### config.mk
export PLATFORM = sky130hd
export DESIGN_NAME = writeback
export DESIGN_NICKNAME = d
export VERILOG_FILES = /design/src/rtl/riscv_pkg.sv /design/src/rtl/load_align.sv /design/src/rtl/writeback.sv
export SDC_FILE = /design/constraint.sdc
export NUM_CORES = 2
export LEC_CHECK = 0
export ABC_AREA = 1
export CAP_MARGIN = 20
export CORE_MARGIN = 2
export CORE_UTILIZATION = 55
export CTS_BUF_LIST = sky130_fd_sc_hd__clkbuf_4
export CTS_CLUSTER_DIAMETER = 100
export CTS_CLUSTER_SIZE = 28
export DETAILED_ROUTE_END_ITERATION = 7
export MAX_ROUTING_LAYER = met4
export PLACE_DENSITY_LB_ADDON = 0.08
export SLEW_MARGIN = 10
export SYNTH_ARGS = -nofsm -noshare
export SYNTH_HDL_FRONTEND = slang
export SYNTH_SLANG_ARGS = --single-unit
### constraint.sdc
create_clock -name clk -period 4.8 [get_ports clk]
set_input_delay 0.96 -clock clk [delete_from_list [all_inputs] [get_ports clk]]
set_output_delay 0.96 -clock clk [all_outputs]
set_load 0.03 [all_outputs]
### src/rtl/riscv_pkg.sv
// Shared RISC-V definitions: load funct3 encodings and writeback FSM states.
// Used by the execute and writeback stages.
package riscv_pkg;

  localparam logic [2:0] F3_LB  = 3'b000;
  localparam logic [2:0] F3_LH  = 3'b001;
  localparam logic [2:0] F3_LW  = 3'b010;
  localparam logic [2:0] F3_LBU = 3'b100;
  localparam logic [2:0] F3_LHU = 3'b101;

  typedef enum logic {
    IDLE      = 1'b0,
    WAIT_LOAD = 1'b1
  } wb_state_t;

endpackage

### src/rtl/load_align.sv
// Load data alignment: picks the byte/half lane and sign- or zero-extends.
// Unknown funct3 values pass the word through untouched.
module load_align
  import riscv_pkg::*;
(
  input  logic [31:0] data,
  input  logic [1:0]  offset,
  input  logic [2:0]  funct3,
  output logic [31:0] result
);

  logic [7:0]  b;
  logic [15:0] h;

  always_comb begin
    b = data[{offset, 3'b000} +: 8];
    h = offset[1] ? data[31:16] : data[15:0];
  end

  always_comb begin
    result = data;
    unique case (funct3)
      F3_LB:   result = {{24{b[7]}}, b};
      F3_LBU:  result = {24'h0, b};
      F3_LH:   result = {{16{h[15]}}, h};
      F3_LHU:  result = {16'h0, h};
      F3_LW:   result = data;
      default: result = data;
    endcase
  end

endmodule

### src/rtl/writeback.sv
// Writeback stage: load wait FSM, register file with same-cycle bypass,
// and a counter of committed rd writes.
module writeback
  import riscv_pkg::*;
#(
  parameter logic [31:0] REG_RESET = 32'h0000_0000
) (
  input  logic        clk,
  input  logic        reset,
  input  logic        wb_alu_to_reg,
  input  logic        wb_mem_to_reg,
  input  logic [31:0] wb_result,
  input  logic [4:0]  wb_dest_reg_sel,
  input  logic [1:0]  wb_read_address,
  input  logic [2:0]  wb_alu_operation,
  input  logic [31:0] dmem_read_data,
  input  logic        dmem_read_valid,
  input  logic        inst_fetch_stall,
  input  logic [4:0]  src1_select,
  input  logic [4:0]  src2_select,
  output logic [31:0] reg_rdata1,
  output logic [31:0] reg_rdata2,
  output logic        stall_read,
  output logic [31:0] commit_count
);

  wb_state_t   state;
  wb_state_t   state_nxt;
  logic [31:0] regs [32];
  logic [31:0] load_data;
  logic [31:0] wdata;
  logic        commit;
  logic        wr_en;

  load_align u_align (
    .data   (dmem_read_data),
    .offset (wb_read_address),
    .funct3 (wb_alu_operation),
    .result (load_data)
  );

  always_ff @(posedge clk) begin
    if (reset) state <= IDLE;
    else       state <= state_nxt;
  end

  always_comb begin
    state_nxt = state;
    unique case (state)
      IDLE:
        if (wb_mem_to_reg && !dmem_read_valid)
          state_nxt = WAIT_LOAD;
      WAIT_LOAD:
        if (dmem_read_valid)
          state_nxt = IDLE;
      default: state_nxt = IDLE;
    endcase
  end

  always_comb begin
    stall_read = (state == WAIT_LOAD) ||
                 (wb_mem_to_reg && !dmem_read_valid);
  end

  // Gating with reset keeps a stray valid during reset from committing.
  always_comb begin
    commit = wb_alu_to_reg && !inst_fetch_stall &&
             (!wb_mem_to_reg || dmem_read_valid) && !reset;
    wr_en  = commit && (wb_dest_reg_sel != 5'd0);
    wdata  = wb_mem_to_reg ? load_data : wb_result;
  end

  always_ff @(posedge clk) begin
    if (reset) begin
      for (int i = 0; i < 32; i++)
        regs[i] <= (i == 0) ? 32'h0 : REG_RESET;
    end else if (wr_en) begin
      regs[wb_dest_reg_sel] <= wdata;
    end
  end

  always_ff @(posedge clk) begin
    if (reset)      commit_count <= 32'h0;
    else if (wr_en) commit_count <= commit_count + 32'd1;
  end

  function automatic logic [31:0] rd_port(input logic [4:0] sel);
    unique case (1'b1)
      (sel == 5'd0):                     rd_port = 32'h0;
      (wr_en && sel == wb_dest_reg_sel): rd_port = wdata;
      default:                           rd_port = regs[sel];
    endcase
  endfunction

  always_comb begin
    reg_rdata1 = rd_port(src1_select);
    reg_rdata2 = rd_port(src2_select);
  end

endmodule

======== Word level (Yosys, flattened, before mapping) ========
Memories as Yosys holds them, arrays and structs flattened.
Cells that the tools add are included.
word-level totals
  register bits ........................... 33
  bits in writable memories ............... 1024
  bits of input ports ..................... 90
  output and inout bits ................... 97
  logic and storage cells ................. 45
  memories ................................ 1
memories
  memory  depth  width  rd ports  clocked after memory_dff  write ports  line             RTL
  regs    32     32     2         0                         32           writeback.sv:29  logic [31:0] regs [32];
cells by class
  add/sub/neg operators ................... 1
  equal/unequal tests ..................... 5
  shift operators ......................... 1
  muxes and demuxes ....................... 16
  bitwise logic cells ..................... 1
  reductions and logical operators ........ 18
operators with widths
  cell                                                              number
  32-bit one-hot mux with 2 select lines                            2
  32-bit one-hot mux with 4 select lines                            1
  32-bit 2-to-1 mux                                                 2
  32-bit by 1-bit adder with 32-bit output (second input constant)  1
  32-bit OR reduction                                               1
  32-bit by 6-bit variable part select with 8-bit output            1
  16-bit 2-to-1 mux                                                 1
  5-bit == test                                                     2
  5-bit logical NOT                                                 2
  1-bit 2-to-1 mux                                                  8
  1-bit logical AND                                                 7
  3-bit == test (second input constant)                             2
  5-bit 2-to-1 mux                                                  1
  5-bit nonzero test                                                1
  1-bit logical NOT                                                 4
  3-bit by 1-bit == test with 1-bit output (second input constant)  1
  3-bit logical NOT                                                 1
  1-bit logical OR                                                  2
  1-bit one-hot mux with 2 select lines                             1
  1-bit inverter                                                    1

======== Logic depth before layout (Yosys ltp) ========
  depth after elaboration ................. 10
  depth in mapped cells ................... 13
  depth with buffers taken out ............ 11

======== Modules after synthesis ========
From an unflattened synthesis, not the netlist that was laid out.
unflattened totals
  cells, all modules ...................... 7788
  area, all modules ....................... 60412.9 um^2
modules (own cells, without submodules)
  module      times used  cells each  area each (um^2)
  writeback   1           7629        59600.9
  load_align  1           159         812.0

======== Worst setup path after synthesis ========
Ideal clock, no wire load.
  path kind ............................... in2out
  from .................................... in wb_dest_reg_sel[2]
  to ...................................... out reg_rdata1[0]
  arrival ................................. 2.417 ns
  path slack .............................. 1.423 ns
  stages on the path ...................... 9
  path buffers ............................ 2
  cell sequence ........................... buf_2 nor3_2 nand2_1 nand2_2 inv_2 a21boi_2 buf_2 nand3_1 nand2_1
on the way
  longest elaborated chain between the ends .. 4
  elaborated cells on any way between the ends .. 5
  classes of those cells .................. eq/ne (1); mux (1); reduce/logical (3)
ends and longest elaborated chain
  element                                     line             RTL
  start, declared                             writeback.sv:13  input logic [4:0] wb_dest_reg_sel,
  5-bit nonzero test                          writeback.sv:69  wr_en = commit && (wb_dest_reg_sel != 5'd0);
  1-bit logical AND                           writeback.sv:69
  1-bit logical AND (*)                       writeback.sv:90  (wr_en && sel == wb_dest_reg_sel): rd_port = wdata;
  32-bit one-hot mux with 2 select lines (*)  writeback.sv:88  unique case (1'b1)
  end, declared                               writeback.sv:21  output logic [31:0] reg_rdata1,
Mark *: on every way between the ends. The rest lies on a longest branch, timed or not.

======== Final worst setup path ========
  from .................................... in wb_dest_reg_sel[3]
  to ...................................... out reg_rdata1[16]
Same word-level chain as after synthesis.

==> summary.txt <==
Status
  • Status: finished, final reports clean

Timing
  • Fin crit share: 0.973
  • Slew margin rel.: 0.118
  • Setup TNS: 0 ps
  • Minimum clock period: between 4000 and 5000 ps
  • Unrepaired setup endpoints after global routing: false
  • Layout Skew: 10.2 ps
  • Worst slew pin tran: 1310 ps
  • Fin. Hold Viols: 0
  • # setup viols final: 0
  • Fmax: 214 MHz
  • Final Max Slew Viols: 0

Logic synthesis
  • Flops & latches, synth: 1,057
  • Post-Synthesis Cells: 7,615
  • Mux cell area share after synthesis: 0
  • Warnings from Yosys: 0
  • Cell variety after synth: 37
  • Post-synth EDFFs: a little over 1,000
  • Mapped Area: 0.0607 mm2
  • Largest family of logic cells by synthesized area: simple AND/OR/NAND/NOR gates
  • Compound-Gate Fraction of Synth Area: 0.162
  • Avg Cell Area, Syn: 7.98 um2
  • FFs w/ async S/R, synth: 0
  • Post-Synth XOR/XNOR Area: 0.00159
  • Adder-cell share of the synthesized area: 0.000206
  • Ys flop type: edfxtp_1
  • Simple-gate share of the synthesized area: 0.247
  • Post-synthesis sequential area ratio: 0.517

Clocking
  • Worst-path clk slew: around 260 ps
  • Num Clock Sinks: 1,057
  • CTS root buf: clkbuf_4
  • Clock tree buffer depth: 3
  • Clock Latency Late Sink: 1180 ps
  • CTS HTree Levels: 2
  • TritonCTS Buffers: 47
  • CTS tree: done

Worst setup path
  • CP arrival: 3710 ps
  • RR Startpoint: commit_count[1]
  • Worst-path fanout max: 13
  • CP peak stage delay: 700 ps
  • Setup crit start: wb_dest_reg_sel[3]
  • Critical Path RT: 3840 ps
  • Startpoint types: primary input
  • Crit end category: output pin
  • Slowest cell on crit path: a21boi_4
  • Worst Setup Path Type: in -> out
  • Crit path cell chain: clkdlybuf4s50_1 > buf_4 > inv_2 > nand2_1 > nand4_1 > nor2_2 > a21boi_4 > nand3_1 > nand2_1 > clkdlybuf4s50_1

Route
  • Via-to-Cell Ratio: 6.55
  • DR WL/cell: 28.7 um
  • # DRC: 0
  • Final WL: 257 mm
  • Drt pass-1 iters: 7
  • Final ANT Viol Nets: 0
  • 1st-iter DRT viols: 10,400
  • Routed vias: 58,600

Worst hold path
  • Worst min-delay path startpoint: dmem_read_valid
  • Worst Hold Class: in -> reg

GRT
  • Vias in the first global route: 54,000
  • Initial antenna violation count: 8
  • Grt total ovfl: 0
  • First-pass GRT wire length: 363 mm
  • Total track usage: 0.456
  • Pin count of the biggest net entering global routing: 140

Place
  • Detailed Place HPWL: 152 mm
  • Final Wtd Congestion: 0.980
  • Placed instance area: 0.0646 mm2
  • # port buffers: 186

Power and ir drop
  • Pwr Total: 18.2 mW
  • Power Density: 279 mW/mm2
  • Worst VDD drop: 0.000227 V
  • Cell leakage power: 24.8 nW

Floorplanning
  • Die Y: approximately 340 um
  • Chip Width: 336 um
  • Die Area: 0.113 mm2
  • Starting Density: 0.556
  • Count of boundary I/O pins: 187
  • Row cnt: 121
  • Placeable core region: 0.109 mm2

Final layout
  • Layout Nets: approximately 7,500
  • P&R area growth vs syn: 7.57%
  • Post-route cell area: 0.0653 mm2
  • Layout cell share with drive strength beyond 1: 0.0704

Job
  • MaxCap Viol Count: 0
[worst paths after layout]
kind	slack [ps]	endpoint	depth (start not counted)
worst max register to register	2610	commit_count[12]	8
worst min register to register	500	state	2
worst min-delay path	320	state	2
worst max-delay path	130	reg_rdata1[16]	10
[critical path, delay by kind of cell]
| family | cells | cell delay (ps) |
|---|---|---|
| buffers and inverters | 4 | 1400 |
| AO/OA/AOI/OAI | 1 | 700 |
| AND/OR/NAND/NOR | 5 | 650 |
[per-layer routing]
metal / global-route usage / share of wire / vias to the layer above
li1: - / - / 25500
met1: 0.577 / 0.35 / 27200
met2: 0.653 / 0.42 / 4814
met3: 0.113 / 0.15 / 1047
met4: 0.290 / 0.078 / 0
met5: - / 0 / -
[layout make-up]
class	count	area (um2)
clock buffer	57	428
multi-input combinational	5534	25300
antenna	15	37.5
sequential	1057	31400
inverter	343	1310
timing repair buffer	449	4790
fill	9829	43800
clock inverter	14	181
tap	1476	1850
[Yosys cell counts (2+ instances only)]
cell type,instances,share of area
nand2_1,2260,0.14
a21oi_1,1267,0.10
edfxtp_1,1024,0.51
nand3_1,747,0.062
nor2_1,592,0.037
clkbuf_1,386,0.024
inv_1,334,0.021
o211ai_1,281,0.035
buf_2,271,0.022
o21ai_0,265,0.022
buf_1,43,0.0027
dfxtp_1,33,0.011
or2_2,13,0.0013
buf_4,12,0.0015
nand3b_1,11,0.0014
nand3_4,10,0.0029
nor3_1,10,0.00082
inv_2,8,0.00049
nand4_1,8,0.00082
xnor2_1,7,0.0010
nor2_2,5,0.00052
nor3_2,4,0.00066
xor2_1,4,0.00058
nand2_2,3,0.00031
o21ai_1,3,0.00025
a21boi_2,2,0.00037
o221ai_1,2,0.00029
[cell usage in the layout (no fill, tap or decap), drive strengths merged, types with 2 or more instances in the layout]
cell type / instances
nand2: 2263
a21oi: 1267
edfxtp: 1024
nand3: 757
nor2: 598
inv: 349
buf: 338
o211ai: 281
o21ai: 268
clkdlybuf4s50: 111
clkbuf: 57
dfxtp: 33
conb: 32
diode: 15
nor3: 14
or2: 13
nand3b: 11
nand4: 8
xnor2: 7
clkinv: 7
xor2: 4
a21boi: 3
o221ai: 2
[state kept, by name (all words and copies together) (netlist names)]
register and count:
regs 1024, commit_count 32, state 1
[logic make-up after synthesis]
family | after synthesis
buffers and inverters | 1056
adder cells (fa/ha/maj) | 1
AO/OA/AOI/OAI | 1825
XOR/XNOR | 11
AND/OR/NAND/NOR | 3664
other | 1
flip-flops | 1057
[per-stage QoR]
stage	hold slack [ps]	std cells	util	worst slack, ps
5_1_grt	281	8944	0.598	10.1
2_1_floorplan	447	7646	-	1420
3_3_place_gp	474	8857	0.592	57.0
6_report	321	8945	0.598	131
4_1_cts	291	8928	0.598	40.2
3_5_place_dp	469	8857	0.592	50.4
[report_power, final]
part           switching (mW)  internal, mW
clock                    2.96         0.662
combinational            2.79          1.05
sequential              0.212          10.6
[what timing repair did]
action,in CTS,in global routing
gates resized for setup,0,1
setup buffers,0,0
setup endpoints to repair,0,4
hold buffers,0,0
(Power assumes the default switching activity.)
